--- config.mk ---
export PLATFORM = sky130hd
export DESIGN_NAME = aes_csr_scoreboard
export DESIGN_NICKNAME = d
export VERILOG_FILES = /design/src/rtl/aes_csr_scoreboard.sv
export SDC_FILE = /design/constraint.sdc
export NUM_CORES = 1
export LEC_CHECK = 0
export CAP_MARGIN = 20
export CORE_AREA = 2 2 191 174
export DETAILED_ROUTE_END_ITERATION = 12
export DIE_AREA = 0 0 193 176
export PLACE_DENSITY = 0.83
export SYNTH_ARGS = -nofsm -noshare
export SYNTH_HDL_FRONTEND = slang
export SYNTH_SLANG_ARGS = --single-unit
--- constraint.sdc ---
create_clock -name clk_i -period 27.5 [get_ports clk_i]
set_clock_uncertainty 0.05 [all_clocks]
set_input_delay 6.875 -clock clk_i [delete_from_list [all_inputs] [get_ports clk_i]]
set_output_delay 6.875 -clock clk_i [all_outputs]
set_load 0.01 [all_outputs]
--- src/rtl/aes_csr_scoreboard.sv ---
// aes_csr_scoreboard -- passive TL-UL register scoreboard for a CSR block.
// Shadows NUM_REGS word registers from observed writes, tracks outstanding
// requests in order, and checks D-channel responses for opcode and read data.
// Optional first-mismatch log is enabled by defining AES_CSR_SB_LOG_EN;
// without it the log outputs are tied to zero and no log storage exists.
//
// Handshake semantics: a beat is taken on a channel only in a cycle where
// both valid and ready are high; valid without ready (or ready without
// valid) is ignored entirely.
module aes_csr_scoreboard #(
  parameter int                       ADDR_WIDTH = 32,
  parameter int                       DATA_WIDTH = 32,
  parameter int                       NUM_REGS   = 8,
  parameter logic [ADDR_WIDTH-1:0]    BASE_ADDR  = '0,
  parameter int                       DEPTH      = 4,
  parameter logic [NUM_REGS-1:0]      VOLATILE   = '0
) (
  input  logic                        clk_i,
  input  logic                        rst_i,
  input  logic                        a_valid_i,
  input  logic                        a_ready_i,
  input  logic [2:0]                  a_opcode_i,
  input  logic [ADDR_WIDTH-1:0]       a_address_i,
  input  logic [DATA_WIDTH-1:0]       a_data_i,
  input  logic [DATA_WIDTH/8-1:0]     a_mask_i,
  input  logic                        d_valid_i,
  input  logic                        d_ready_i,
  input  logic [2:0]                  d_opcode_i,
  input  logic [DATA_WIDTH-1:0]       d_data_i,
  output logic                        mismatch_o,
  output logic                        proto_err_o,
  output logic [15:0]                 err_count_o,
  output logic [$clog2(DEPTH):0]      outstanding_o,
  output logic                        log_valid_o,
  output logic [ADDR_WIDTH-1:0]       log_addr_o,
  output logic [DATA_WIDTH-1:0]       log_exp_o,
  output logic [DATA_WIDTH-1:0]       log_act_o
);

  localparam int MASK_W = DATA_WIDTH / 8;
  localparam int PTR_W  = $clog2(DEPTH);
  localparam int CNT_W  = PTR_W + 1;
  localparam int IDX_W  = (NUM_REGS > 1) ? $clog2(NUM_REGS) : 1;
  localparam logic [ADDR_WIDTH-1:0] REGION_BYTES = ADDR_WIDTH'(4 * NUM_REGS);
  localparam logic [CNT_W-1:0]      FULL_COUNT   = CNT_W'(DEPTH);

  localparam logic [2:0] OP_PUT_FULL     = 3'd0;
  localparam logic [2:0] OP_PUT_PARTIAL  = 3'd1;
  localparam logic [2:0] OP_GET          = 3'd4;
  localparam logic [2:0] OP_ACCESS_ACK   = 3'd0;
  localparam logic [2:0] OP_ACCESS_ACK_D = 3'd1;

  // One tracked request: kind, whether it targets a shadowed register,
  // which register, its address and the value a read is expected to return.
  typedef struct packed {
    logic                  rd;
    logic                  hit;
    logic [IDX_W-1:0]      idx;
    logic [ADDR_WIDTH-1:0] addr;
    logic [DATA_WIDTH-1:0] exp;
  } entry_t;

  logic [DATA_WIDTH-1:0] shadow_q [NUM_REGS];
  entry_t                fifo_q   [DEPTH];
  logic [PTR_W-1:0]      wr_ptr_q;
  logic [PTR_W-1:0]      rd_ptr_q;
  logic [CNT_W-1:0]      count_q;
  logic [CNT_W-1:0]      count_d;
  logic                  mismatch_q;
  logic                  proto_err_q;
  logic [15:0]           err_count_q;

  logic                  a_hs;
  logic                  d_hs;
  logic                  a_is_wr;
  logic                  a_is_rd;
  logic                  fifo_full;
  logic                  fifo_empty;
  logic                  push;
  logic                  pop;
  logic [ADDR_WIDTH-1:0] a_offset;
  logic                  a_hit;
  logic [IDX_W-1:0]      a_idx;
  logic [DATA_WIDTH-1:0] a_exp;
  logic [DATA_WIDTH-1:0] wdata;
  entry_t                head;
  entry_t                new_entry;
  logic                  a_proto;
  logic                  d_proto;
  logic                  mis_d;
  logic                  err_d;

  assign a_hs       = a_valid_i & a_ready_i;
  assign d_hs       = d_valid_i & d_ready_i;
  assign a_is_wr    = (a_opcode_i == OP_PUT_FULL) || (a_opcode_i == OP_PUT_PARTIAL);
  assign a_is_rd    = (a_opcode_i == OP_GET);
  assign fifo_full  = (count_q == FULL_COUNT);
  assign fifo_empty = (count_q == '0);

  // A full tracker refuses the request outright: no push, no shadow update.
  assign push = a_hs & (a_is_wr | a_is_rd) & ~fifo_full;
  assign pop  = d_hs & ~fifo_empty;

  // Address decode: word aligned and inside the shadowed window.
  assign a_offset = a_address_i - BASE_ADDR;
  assign a_hit    = (a_address_i[1:0] == 2'b00) &&
                    (a_address_i >= BASE_ADDR) &&
                    (a_offset < REGION_BYTES);
  assign a_idx    = a_offset[IDX_W+1:2];
  // Expected value is the shadow as it stands before this cycle's write.
  assign a_exp    = a_hit ? shadow_q[a_idx] : '0;

  // Byte-lane merge of write data over the current shadow value.
  always_comb begin
    wdata = a_exp;
    for (int b = 0; b < MASK_W; b++) begin
      if (a_mask_i[b]) begin
        wdata[b*8 +: 8] = a_data_i[b*8 +: 8];
      end
    end
  end

  assign head = fifo_q[rd_ptr_q];

  assign new_entry.rd   = a_is_rd;
  assign new_entry.hit  = a_hit;
  assign new_entry.idx  = a_idx;
  assign new_entry.addr = a_address_i;
  assign new_entry.exp  = a_exp;

  // Error classification for this cycle's handshakes.
  assign a_proto = a_hs & (~(a_is_wr | a_is_rd) | fifo_full);
  assign d_proto = d_hs & (fifo_empty |
                           (head.rd ? (d_opcode_i != OP_ACCESS_ACK_D)
                                    : (d_opcode_i != OP_ACCESS_ACK)));
  assign mis_d   = pop & head.rd & head.hit & ~VOLATILE[head.idx] &
                   (d_data_i != head.exp);
  assign err_d   = mis_d | a_proto | d_proto;

  assign count_d = count_q + CNT_W'(push) - CNT_W'(pop);

  // Shadow register file, updated by accepted write hits.
  always_ff @(posedge clk_i or posedge rst_i) begin
    if (rst_i) begin
      for (int i = 0; i < NUM_REGS; i++) begin
        shadow_q[i] <= '0;
      end
    end else if (push && a_is_wr && a_hit) begin
      shadow_q[a_idx] <= wdata;
    end
  end

  // In-order request tracker storage and pointers.
  always_ff @(posedge clk_i or posedge rst_i) begin
    if (rst_i) begin
      for (int i = 0; i < DEPTH; i++) begin
        fifo_q[i] <= '0;
      end
      wr_ptr_q <= '0;
      rd_ptr_q <= '0;
      count_q  <= '0;
    end else begin
      if (push) begin
        fifo_q[wr_ptr_q] <= new_entry;
        wr_ptr_q         <= wr_ptr_q + 1'b1;
      end
      if (pop) begin
        rd_ptr_q <= rd_ptr_q + 1'b1;
      end
      count_q <= count_d;
    end
  end

  // Registered error pulses and saturating error counter.
  always_ff @(posedge clk_i or posedge rst_i) begin
    if (rst_i) begin
      mismatch_q  <= 1'b0;
      proto_err_q <= 1'b0;
      err_count_q <= '0;
    end else begin
      mismatch_q  <= mis_d;
      proto_err_q <= a_proto | d_proto;
      if (err_d && (err_count_q != 16'hFFFF)) begin
        err_count_q <= err_count_q + 16'd1;
      end
    end
  end

  assign mismatch_o    = mismatch_q;
  assign proto_err_o   = proto_err_q;
  assign err_count_o   = err_count_q;
  assign outstanding_o = count_q;

`ifdef AES_CSR_SB_LOG_EN
  logic                  log_valid_q;
  logic [ADDR_WIDTH-1:0] log_addr_q;
  logic [DATA_WIDTH-1:0] log_exp_q;
  logic [DATA_WIDTH-1:0] log_act_q;

  // Capture the first data mismatch since reset and hold it.
  always_ff @(posedge clk_i or posedge rst_i) begin
    if (rst_i) begin
      log_valid_q <= 1'b0;
      log_addr_q  <= '0;
      log_exp_q   <= '0;
      log_act_q   <= '0;
    end else if (mis_d && !log_valid_q) begin
      log_valid_q <= 1'b1;
      log_addr_q  <= head.addr;
      log_exp_q   <= head.exp;
      log_act_q   <= d_data_i;
    end
  end

  assign log_valid_o = log_valid_q;
  assign log_addr_o  = log_addr_q;
  assign log_exp_o   = log_exp_q;
  assign log_act_o   = log_act_q;
`else
  // Stored request addresses only feed the log, which is absent here.
  logic unused_head_addr;
  assign unused_head_addr = ^head.addr;

  assign log_valid_o = 1'b0;
  assign log_addr_o  = '0;
  assign log_exp_o   = '0;
  assign log_act_o   = '0;
`endif

endmodule

==> impl_metrics.env <==
export IMPL_crit_type="primary input to register"
export IMPL_port_buffers=132
export IMPL_final_common_cell="dfrtp_1"
export IMPL_cts_root_buf="clkbuf_16"
export IMPL_synthSimpleGateAreaFrac=0.0971
export IMPL_syn_area_sq_um=19200
export IMPL_nets=1904
export IMPL_antenna_found_initial=0
export IMPL_period_share=0.364
export IMPL_vias=13600
export IMPL_seq_area_frac_synth=0.544
export IMPL_seqCellArea_sq_um=10400
export IMPL_grt_pass1_wl_um=73100
export IMPL_avgSynthCellArea_sq_um=11.4
export IMPL_die_area_sq_um=34000
export IMPL_cts_repair_resized=0
export IMPL_worstPathRequired_ns=27.90
export IMPL_hold_path_class="register to register"
export IMPL_tightestPinTransition_ns=1.04
export IMPL_synth_xor_area_frac=0.0233
export IMPL_totalWireLength_um=47000
export IMPL_synth_ff_type="dfrtp_1"
export IMPL_rsz0062_at_grt="no"
export IMPL_cts_sinks=417
export IMPL_dr_pass1_iters=5
export IMPL_synthDominantCellAreaShare=0.544
export IMPL_core_sq_um=31800
export IMPL_slew_headroom=0.298
export IMPL_power_density_nw_per_um2=63.7
export IMPL_ir_drop_uv=65.3
export IMPL_synthArstFlopShare=1.00
export IMPL_final_hold_violation_count=0
export IMPL_drcViolationCount=0
export IMPL_period_needed_ns=10.01
export IMPL_dr_first_iter_drc_count=1197
export IMPL_insertion_delay_ns=0.55
export IMPL_grt_pass1_vias=13400
export IMPL_fin_util=0.682
export IMPL_ant_nets=0
export IMPL_globalRouteOverflowTotal=0
export IMPL_instances_no_fill=2233
export IMPL_layout_common_cells="dfrtp_1, nor2_1, a21oi_1, clkdlybuf4s50_1, mux2_2"
export IMPL_synth_compound_area_frac=0.121
export IMPL_synth_edf_count=0
export IMPL_drive_above_1_share=0.160
export IMPL_yosys_cell_types_count=44
export IMPL_htree_levels=2
export IMPL_cp_end_kind="register"
export IMPL_place_inst=2145
export IMPL_rows=62
export IMPL_synth_warnings=0
export IMPL_setup_tns_ns=0
export IMPL_cts_tree="done"
export IMPL_startpoint_type="primary input"
export IMPL_synth_cells=1682
export IMPL_cp_max_fo=64
export IMPL_synth_area_top_cells="dfrtp_1, mux2_2, a21oi_1"
export IMPL_maxSlewViolCount=0
export IMPL_synth_seq_cells=417
export IMPL_clkTransAtPathRegs_ns=0.07
export IMPL_dpl_hpwl_um=27900
export IMPL_clockBufferDepth=3
export IMPL_fp_dieW_um=193
export IMPL_status="completed"
export IMPL_cts_buffers=41
export IMPL_nFillCells=2232
export IMPL_detail_route_vias_per_cell=6.08
export IMPL_post_cts_setup_buffer_count=0
export IMPL_worstPathArrival_ns=10.41
export IMPL_fp_dieH_um=176
export IMPL_p_total_w=0.00138
export IMPL_synth_top_family_by_area="multiplexers"
export IMPL_syn_to_final_growth_pct=13.0
export IMPL_yosys_area_top_type="dfrtp_1"
export IMPL_cts_hold_buffers_added=0
export IMPL_synthMuxAreaShare=0.133
export IMPL_place_gp_congestion=0.789
export IMPL_setup_viol=0
export IMPL_max_freq_mhz=99.9
export IMPL_grt_start_max_net_pins=189
export IMPL_power_leakage_nw=10.4
export IMPL_ioPinCount=230
export IMPL_multi_input_area_sq_um=7680
export IMPL_track_usage=0.279
export IMPL_synthAdderAreaFrac=0.00560
export IMPL_wl_per_cell_um=21.0
export IMPL_max_cap_violations=0
export IMPL_initial_core_util=0.604
[cells by family after synthesis]
group | after synthesis
muxes | 197
adders and majority gates | 8
DFF | 417
xor gates and xnor gates | 51
AOI/OAI and AO/OA | 400
other | 1
and+or+nand+nor | 384
buffers and inverters | 224
[routing by layer]
metal,GRT usage,vias up,part of all wire
li1,-,6020,-
met1,0.397,6835,0.41
met2,0.445,629,0.48
met3,0.0501,89,0.085
met4,0.0780,0,0.021
met5,0,-,0
[final timing paths]
| path | slack, ns | end | from | cells past startpoint |
|---|---|---|---|---|
| worst max register to register | 23.38 | err_count_o[1] | rd_ptr_q[1] | 7 |
| worst min-delay path | 0.44 | fifo_q[68] | fifo_q[68] | 2 |
| min in group asynchronous | 6.85 | fifo_q[155] | rst_i | 2 |
| worst min register to register | 0.44 | fifo_q[68] | fifo_q[68] | 2 |
| max in group asynchronous | 18.49 | shadow_q[194] | rst_i | 4 |
| worst max-delay path | 17.49 | shadow_q[107] | a_address_i[24] | 10 |
[final cells by class]
class	count	share of cell area
clock buffers	61	0.0572
well taps	416	0.0240
diodes	1	0.000115
clock inverters	14	0.00704
multi-input cells	1137	0.354
repair buffers	169	0.0729
flip-flops and latches	417	0.481
inverters	18	0.00346
[where the power goes]
group          internal, W  switching [W]  total, W
combinational    0.0000755      0.0000842  0.000160
clock             0.000333       0.000238  0.000571
sequential        0.000625      0.0000242  0.000650
[Yosys cell counts, types with 2 or more instances]
| cell type | n |
|---|---|
| clkbuf_1 | 35 |
| o221ai_1 | 31 |
| a21oi_1 | 257 |
| mux2i_1 | 32 |
| and2_1 | 3 |
| o21ai_0 | 11 |
| mux2_2 | 130 |
| nor4_2 | 5 |
| nand4_1 | 13 |
| nor4_1 | 36 |
| dfrtp_1 | 417 |
| o22a_1 | 32 |
| or3b_2 | 2 |
| ha_1 | 7 |
| xnor2_1 | 48 |
| nand2_1 | 23 |
| nand3b_1 | 3 |
| nor3_1 | 4 |
| inv_1 | 18 |
| and4_1 | 2 |
| xor2_1 | 3 |
| nand3_1 | 12 |
| and3_1 | 5 |
| buf_2 | 35 |
| buf_1 | 8 |
| o22ai_1 | 66 |
| nor2_1 | 261 |
| mux4_2 | 34 |
| buf_4 | 106 |
| buf_6 | 22 |
| nor2_8 | 8 |
[worst max-delay path: stages]
cell	delay (ns)
clkdlybuf4s50_1	0.41
or4_4	0.55
nor3_4	0.15
nand4_4	0.09
buf_4	0.34
or4b_1	0.56
buf_4	0.28
nor2_8	0.75
nor2_1	0.12
a21oi_1	0.25
[per-stage QoR]
step / hold slack, ns / instance area (sq um) / setup WS (ns)
4_1_cts: 0.440 / 21600 / 17.55
3_3_place_gp: 0.410 / 20200 / 17.16
5_1_grt: 0.464 / 21700 / 17.37
6_report: 0.439 / 21700 / 17.49
2_1_floorplan: 0.395 / 19600 / 8.97
3_5_place_dp: 0.426 / 20200 / 17.05
[flip-flops by register name (all words and copies together), names as in the netlist]
| register | cells |
|---|---|
| outstanding_o | 3 |
| shadow_q | 256 |
| mismatch_o | 1 |
| wr_ptr_q | 2 |
| rd_ptr_q | 2 |
| fifo_q | 136 |
| err_count_o | 16 |
| proto_err_o | 1 |
Power figures use the tool's default switching activity.
